**src/rtl/des_key_sched_rev.sv**
```systemverilog
// DES key schedule generator: emits the 16 round subkeys over a valid/ready
// handshake, in decryption order (K16..K1) or encryption order (K1..K16).
module des_key_sched_rev #(
  parameter bit DECRYPT = 1'b1
) (
  input  logic        clk,
  input  logic        rst,
  input  logic        start,
  input  logic [63:0] key_in,
  input  logic        subkey_ready,
  output logic [47:0] subkey,
  output logic        subkey_valid,
  output logic [3:0]  round,
  output logic        busy,
  output logic        done
);

  localparam int unsigned KEY_W      = 64;
  localparam int unsigned HALF_W     = 28;
  localparam int unsigned CD_W       = 56;
  localparam int unsigned SK_W       = 48;
  localparam int unsigned RND_W      = 4;
  localparam int unsigned LAST_ROUND = 15;

  localparam int PC1 [CD_W] = '{
    57, 49, 41, 33, 25, 17,  9,  1, 58, 50, 42, 34, 26, 18,
    10,  2, 59, 51, 43, 35, 27, 19, 11,  3, 60, 52, 44, 36,
    63, 55, 47, 39, 31, 23, 15,  7, 62, 54, 46, 38, 30, 22,
    14,  6, 61, 53, 45, 37, 29, 21, 13,  5, 28, 20, 12,  4
  };

  localparam int PC2 [SK_W] = '{
    14, 17, 11, 24,  1,  5,  3, 28, 15,  6, 21, 10,
    23, 19, 12,  4, 26,  8, 16,  7, 27, 20, 13,  2,
    41, 52, 31, 37, 47, 55, 30, 40, 51, 45, 33, 48,
    44, 49, 39, 56, 34, 53, 46, 42, 50, 36, 29, 32
  };

  typedef enum logic {IDLE, RUN} state_t;

  state_t              state_q, state_d;
  logic [HALF_W-1:0]   c_q, c_d, d_q, d_d;
  logic [RND_W-1:0]    round_q, round_d;
  logic [SK_W-1:0]     subkey_q, subkey_d;
  logic                valid_q, valid_d;
  logic                busy_q, busy_d;
  logic                done_q, done_d;
  logic [CD_W-1:0]     cd_load;
  logic [1:0]          adv_amt;
  logic [HALF_W-1:0]   c_adv, d_adv;
  logic [RND_W-1:0]    round_inc;

  function automatic logic [1:0] rot_amt(input logic [RND_W-1:0] r);
    case (r)
      4'd0:              rot_amt = DECRYPT ? 2'd0 : 2'd1;
      4'd1, 4'd8, 4'd15: rot_amt = 2'd1;
      default:           rot_amt = 2'd2;
    endcase
  endfunction

  function automatic logic [HALF_W-1:0] rot(input logic [HALF_W-1:0] x, input logic [1:0] n);
    case (n)
      2'd1:    rot = DECRYPT ? {x[0], x[27:1]}   : {x[26:0], x[27]};
      2'd2:    rot = DECRYPT ? {x[1:0], x[27:2]} : {x[25:0], x[27:26]};
      default: rot = x;
    endcase
  endfunction

  function automatic logic [CD_W-1:0] pc1(input logic [KEY_W-1:0] k);
    logic [CD_W-1:0] res;
    res = '0;
    for (int i = 0; i < int'(CD_W); i++) res[6'(CD_W - 1 - i)] = k[6'(KEY_W - PC1[i])];
    return res;
  endfunction

  function automatic logic [SK_W-1:0] pc2(input logic [HALF_W-1:0] c, input logic [HALF_W-1:0] d);
    logic [CD_W-1:0] cd;
    logic [SK_W-1:0] res;
    cd  = {c, d};
    res = '0;
    for (int i = 0; i < int'(SK_W); i++) res[6'(SK_W - 1 - i)] = cd[6'(CD_W - PC2[i])];
    return res;
  endfunction

  // The last decrypt step commits one extra place so C,D end on the loaded key (total 28).
  assign adv_amt   = (DECRYPT && (round_q == RND_W'(LAST_ROUND))) ? 2'd2 : rot_amt(round_q);
  assign cd_load   = pc1(key_in);
  assign c_adv     = rot(c_q, adv_amt);
  assign d_adv     = rot(d_q, adv_amt);
  assign round_inc = round_q + 4'd1;

  always_comb begin
    state_d  = state_q;
    c_d      = c_q;
    d_d      = d_q;
    round_d  = round_q;
    subkey_d = subkey_q;
    valid_d  = valid_q;
    busy_d   = busy_q;
    done_d   = 1'b0;
    case (state_q)
      IDLE: begin
        valid_d  = 1'b0;
        busy_d   = 1'b0;
        subkey_d = '0;
        round_d  = '0;
        if (start) begin
          state_d  = RUN;
          c_d      = cd_load[55:28];
          d_d      = cd_load[27:0];
          valid_d  = 1'b1;
          busy_d   = 1'b1;
          subkey_d = pc2(rot(cd_load[55:28], rot_amt(4'd0)), rot(cd_load[27:0], rot_amt(4'd0)));
        end
      end
      RUN: begin
        if (subkey_ready) begin
          c_d = c_adv;
          d_d = d_adv;
          if (round_q == RND_W'(LAST_ROUND)) begin
            state_d  = IDLE;
            valid_d  = 1'b0;
            busy_d   = 1'b0;
            done_d   = 1'b1;
            round_d  = '0;
            subkey_d = '0;
          end else begin
            round_d  = round_inc;
            subkey_d = pc2(rot(c_adv, rot_amt(round_inc)), rot(d_adv, rot_amt(round_inc)));
          end
        end
      end
      default: state_d = IDLE;
    endcase
  end

  always_ff @(posedge clk or posedge rst) begin
    if (rst) begin
      state_q  <= IDLE;
      c_q      <= '0;
      d_q      <= '0;
      round_q  <= '0;
      subkey_q <= '0;
      valid_q  <= 1'b0;
      busy_q   <= 1'b0;
      done_q   <= 1'b0;
    end else begin
      state_q  <= state_d;
      c_q      <= c_d;
      d_q      <= d_d;
      round_q  <= round_d;
      subkey_q <= subkey_d;
      valid_q  <= valid_d;
      busy_q   <= busy_d;
      done_q   <= done_d;
    end
  end

  assign subkey       = subkey_q;
  assign subkey_valid = valid_q;
  assign round        = round_q;
  assign busy         = busy_q;
  assign done         = done_q;

endmodule

```
**config.mk**
```make
export PLATFORM = sky130hd
export DESIGN_NAME = des_key_sched_rev
export DESIGN_NICKNAME = d
export VERILOG_FILES = /design/src/rtl/des_key_sched_rev.sv
export SDC_FILE = /design/constraint.sdc
export NUM_CORES = 1
export LEC_CHECK = 0
export BUFFER_PORTS_ARGS = -buffer_cell sky130_fd_sc_hd__buf_4
export CORE_MARGIN = 1.5
export CORE_UTILIZATION = 40
export DETAILED_ROUTE_END_ITERATION = 7
export PLACE_DENSITY = 0.63
export SYNTH_ARGS = -nofsm -noshare
export SYNTH_HDL_FRONTEND = slang
export SYNTH_SLANG_ARGS = --single-unit
```
**constraint.sdc**
```tcl
create_clock -name clk -period 9.4 [get_ports clk]
set_clock_uncertainty 0.05 [all_clocks]
set_input_delay 0.94 -clock clk [delete_from_list [all_inputs] [get_ports clk]]
set_output_delay 0.94 -clock clk [all_outputs]
set_load 0.005 [all_outputs]
```
# After elaboration in Yosys (flattened, before gate mapping)
# Cells that the tools add are included.
[word_totals]
ff_bits = 111
latch_bits = 0
ram_bits = 0
romBits = 0
input_bits = 68
elab_cells = 61
memories = 0
[classes]
add_sub_neg = 1
mul = 0
div_mod_pow = 0
order_cmp = 0
n_eq_ne = 13
n_shift = 0
muxes = 33
bitwise_logic = 1
n_reduce_logical = 6
[op_table]
columns = ["operator", "count"]
rows = [
  ["28-bit one-hot mux with 2 select lines", 6],
  ["48-bit 2-to-1 mux", 3],
  ["28-bit 2-to-1 mux", 4],
  ["48-bit one-hot mux with 2 select lines", 1],
  ["4-bit == test (second input constant)", 4],
  ["4-bit by 1-bit == test with 1-bit output (second input constant)", 2],
  ["4-bit logical NOT", 2],
  ["1-bit 2-to-1 mux", 8],
  ["2-bit 2-to-1 mux", 4],
  ["4-bit 2-to-1 mux", 2],
  ["2-bit one-hot mux with 2 select lines", 2],
  ["4-bit one-hot mux with 2 select lines", 1],
  ["3-bit OR reduction", 2],
  ["4-bit by 1-bit adder with 4-bit output (second input constant)", 1],
  ["2-bit by 1-bit == test with 1-bit output (second input constant)", 2],
  ["2-bit == test (second input constant)", 2],
  ["2-bit inequality test (second input constant)", 2],
  ["1-bit one-hot mux with 2 select lines", 2],
  ["2-bit AND reduction", 2],
  ["2-bit by 1-bit inequality test with 1-bit output (second input constant)", 1],
  ["1-bit NOT", 1],
]

# Logic depth before layout (Yosys ltp)
[depth]
word_depth = 12
ltp_mapped = 10
depth_no_buf = 7

# Least setup slack after synthesis
# OpenSTA, ideal clock, no wires.
[synth_timing]
path_type = "input to register"
startpoint = "input start"
endpoint = "register d_q[11]"
arrival_ns = 2.157
required_ns = 9.213
setup_slack_ns = 7.056
cell_stages = 5
path_cell_list = "clkbuf_1 clkbuf_1 buf_1 mux2i_1 a21oi_1"
[synth_between]
elab_chain_cells = 2
[synth_rtl]
columns = ["item", "line", "source"]
rows = [
  ["start, declared", "8", "input logic start,"],
  ["2-bit inequality test (no source line)", "-", ""],
  ["2-bit AND reduction (no source line)", "-", ""],
  ["end signal, assigned", "141", "d_q <= '0;"],
  ["end signal, assigned", "150", "d_q <= d_d;"],
  ["end, declared", "42", "logic [HALF_W-1:0] c_q, c_d, d_q, d_d;"],
]
# Every way passes these cells.
# A chain may end at the register's enable or synchronous reset.

# Final worst setup path
[layout_timing]
startpoint = "register state_q"
endpoint = "register subkey_q[22], in the netlist subkey[22]"
[layout_between]
elab_chain_cells = 2
[layout_rtl]
columns = ["item", "line", "source"]
rows = [
  ["start, declared", "41", "state_t state_q, state_d;"],
  ["start signal, assigned", "148", "state_q <= state_d;"],
  ["1-bit NOT", "-", ""],
  ["48-bit one-hot mux with 2 select lines", "101", "case (state_q)"],
  ["end signal, assigned", "152", "subkey_q <= subkey_d;"],
  ["end, declared", "44", "logic [SK_W-1:0] subkey_q, subkey_d;"],
]
# Several ways; a longest one is shown, not always the timed one.

==> results.yml <==
critical_path:
  setup.worst_path.end_class: "flop"
  crit_required_ns: 9.65
  critPathKind: "flop to flop"
  cp_slowest_cell: "dfrtp_2"
  arrival_ns: 3.90
  cp_max_fo: 46
  critPathBufInv: 1
  start_kind: "flop"
  critPathMaxStageDelay_ns: 0.83
  path_cells: "buf_4 -> and2_1 -> nand2_1 -> nor2_1 -> a21oi_1 -> nand3_1"
  crit_family: "simple AND/OR/NAND/NOR gates"
placed_design:
  place_hpwl_um: 17800
  place_area_um2: 8880
  portBuffers: 114
  placed_cells: 1252
  place_congestion: 0.920
timing:
  drv_slew: 0
  rsz0062_at_grt: "no"
  period_share_pct: 38.9
  period_minus_slack_ns: 3.65
  tns_ns: 0
  fmax_mhz: 274
  worstMarginPinSlew_ns: 1.20
  max_slew_margin_pct: 19.5
  finalHoldViolCount: 0
  setup_viol: 0
cts:
  clockRootBuffer: "clkbuf_16"
  hold_buffers: 0
  cts.sinks: 111
  numCtsBuffers: 9
  cts_tree: "built"
  cts.clk_slew.worst_paths_ns: 0.08
  post_cts_buffers: 0
  cts_max_path_buffers: 2
  cts_resized: 0
  clock_latency_ns: 0.37
  htree_levels: 3
finish:
  fin_cells: 1268
  fin_area_um2: 9240
  utilization_pct: 47.3
  nFillCells: 1945
  drive_above_1_share_pct: 17.8
  antenna_cells: 0
  area_delta_synth_final_pct: 15.9
  final_nets: 1070
synth:
  synth_cell_type_count: 59
  synth.most_common_cell: "nand2_1"
  synth_edf_count: 0
  syn_nets: 1025
  async_reset_ff_share_pct: 100
  yosysTopAreaCell: "dfrtp_1"
  syn_area_um2: 7970
  avgSynthCellArea_um2: 8.36
  ys_seq_area_share_pct: 34.9
  synth.top_cells.by_count: "nand2_1, dfrtp_1, a21oi_1, nor2_1, o21ai_0"
  yosys_most_used_dff: "dfrtp_1"
  netlist.area_leader.share_pct: 34.9
  synth_cells: 953
  ys_seq_elements: 111
  synth.area.top_cells: "dfrtp_1, nand2_1, mux2i_1"
  synth_warnings: 0
route:
  wl_per_cell_um: 22.9
  routed_wl_um: 29000
  drc: 0
  routed_via_density: 6.48
  drt_pass1_iterations: 6
  num_vias: 8214
  drtIter0Drc: 904
  postRouteAntennaNets: 0
grt:
  first_global_vias: 7763
  overflow: 0
  grt_max_degree: 70
  grt_pass1_wl_um: 44600
  grt_use_total_pct: 28.2
  antenna_found_initial: 0
hold_path:
  worst_hold_path_type: "flop to flop"
power_and_ir_drop:
  ir_worst_vdd_v: 0.000142
  power_density_nw_per_um2: 352
  p_leak_uw: 0.00416
outcome:
  outcome: "completed"
flow_run:
  drv_cap: 0
floorplanning:
  core_area_um2: 19500
  initial_core_util_pct: 40.8
  row_count: 51
  die_h_um: 144
  dieWidth_um: 144
  die_area_um2: 20800
  boundaryPins: 123
-- placed cells by master, fill, tap and decap left out, types with 4 or more instances in the layout --
master	n
nand2_1	113
and3_1	25
o22ai_1	17
o211ai_1	5
a221oi_1	21
inv_1	31
nor2_1	61
a22o_1	6
o22a_1	6
a21o_1	9
a22oi_1	45
nor3_1	7
o21ai_0	61
a31oi_1	4
bufinv_16	4
and2_1	8
nand3b_1	4
nand3_1	11
or3b_2	6
nand2b_1	6
o41ai_1	4
a21oi_1	67
nor2b_1	18
mux2i_1	39
mux2_2	7
a221o_1	14
o221ai_1	35
ha_1	4
dfrtp_1	109
a211oi_1	36
o32ai_1	12
o211a_1	9
a211o_1	15
buf_4	133
a222oi_1	4
clkbuf_16	9
-- tightest hold or removal path, stage by stage, from the launching register on --
cell	delay (ns)
dfrtp_1	0.35
a22oi_1	0.06
o21ai_0	0.07
-- metrics by stage --
step / setup slack, ns / hold slack, ns / total power (µW)
floorplan: 5.48 / 0.437 / 2120
global placement: 5.90 / 0.445 / 2710
detailed placement: 5.87 / 0.448 / 2720
CTS: 5.90 / 0.468 / 3220
global route: 5.66 / 0.498 / 3450
finish: 5.75 / 0.466 / 3250
-- layer usage --
metal | share of wire (%) | vias up | track usage, % | wire (µm)
li1 | - | 3695 | - | -
met1 | 44 | 3975 | 39.4 | 12800
met2 | 44 | 479 | 41.9 | 12600
met3 | 9.5 | 65 | 7.02 | 2770
met4 | 2.8 | 0 | 10.7 | 799
met5 | 0 | - | 0 | 0
-- report_power, final --
part | total, µW | internal [µW] | switching, µW
Clock | 481 | 288 | 193
Combinational | 1860 | 733 | 1130
Sequential | 912 | 687 | 225
Total | 3250 | 1710 | 1540
-- path summary, 6_finish.rpt --
check	startpoint	end	slack, ns	cells after the start
min in group asynchronous	rst	d_q[13]$_DFFE_PP0P_	0.74	2
worst min register to register	subkey[25]$_DFFE_PP0P_	subkey[25]$_DFFE_PP0P_	0.47	2
worst max register to register	state_q$_DFF_PP0_	subkey[22]$_DFFE_PP0P_	5.75	6
worst max-delay path	state_q$_DFF_PP0_	subkey[22]$_DFFE_PP0P_	5.75	6
max in group asynchronous	rst	state_q$_DFF_PP0_	7.41	3
worst min-delay path	subkey[25]$_DFFE_PP0P_	subkey[25]$_DFFE_PP0P_	0.47	2
-- registers in the layout, summed over array words and instances, names as in the netlist --
name / count
c_q: 28
round: 4
state_q: 1
d_q: 28
subkey: 48
done: 1
busy: 1
-- cells by family after synthesis --
kind of cell               after synthesis  synth area share [%]
muxes                                   46                  5.89
adders and majority gates                4                 0.628
xor gates and xnor gates                 2                 0.220
and+or+nand+nor                        270                  15.9
buffers and inverters                  132                  7.32
DFF                                    111                  34.9
AOI/OAI and AO/OA                      388                  35.2
-- layout make-up --
class                      count  area, µm²  area share [%]
clock buffer                  10        229            2.48
clock inverter                 6        133            1.44
inverter                      33        126            1.37
multi-input combinational    710       4640            50.2
sequential                   111       2780            30.1
tap                          265        332            3.59
timing repair buffer         133        998            10.8
Note: power is estimated with default switching activity, not from simulation.
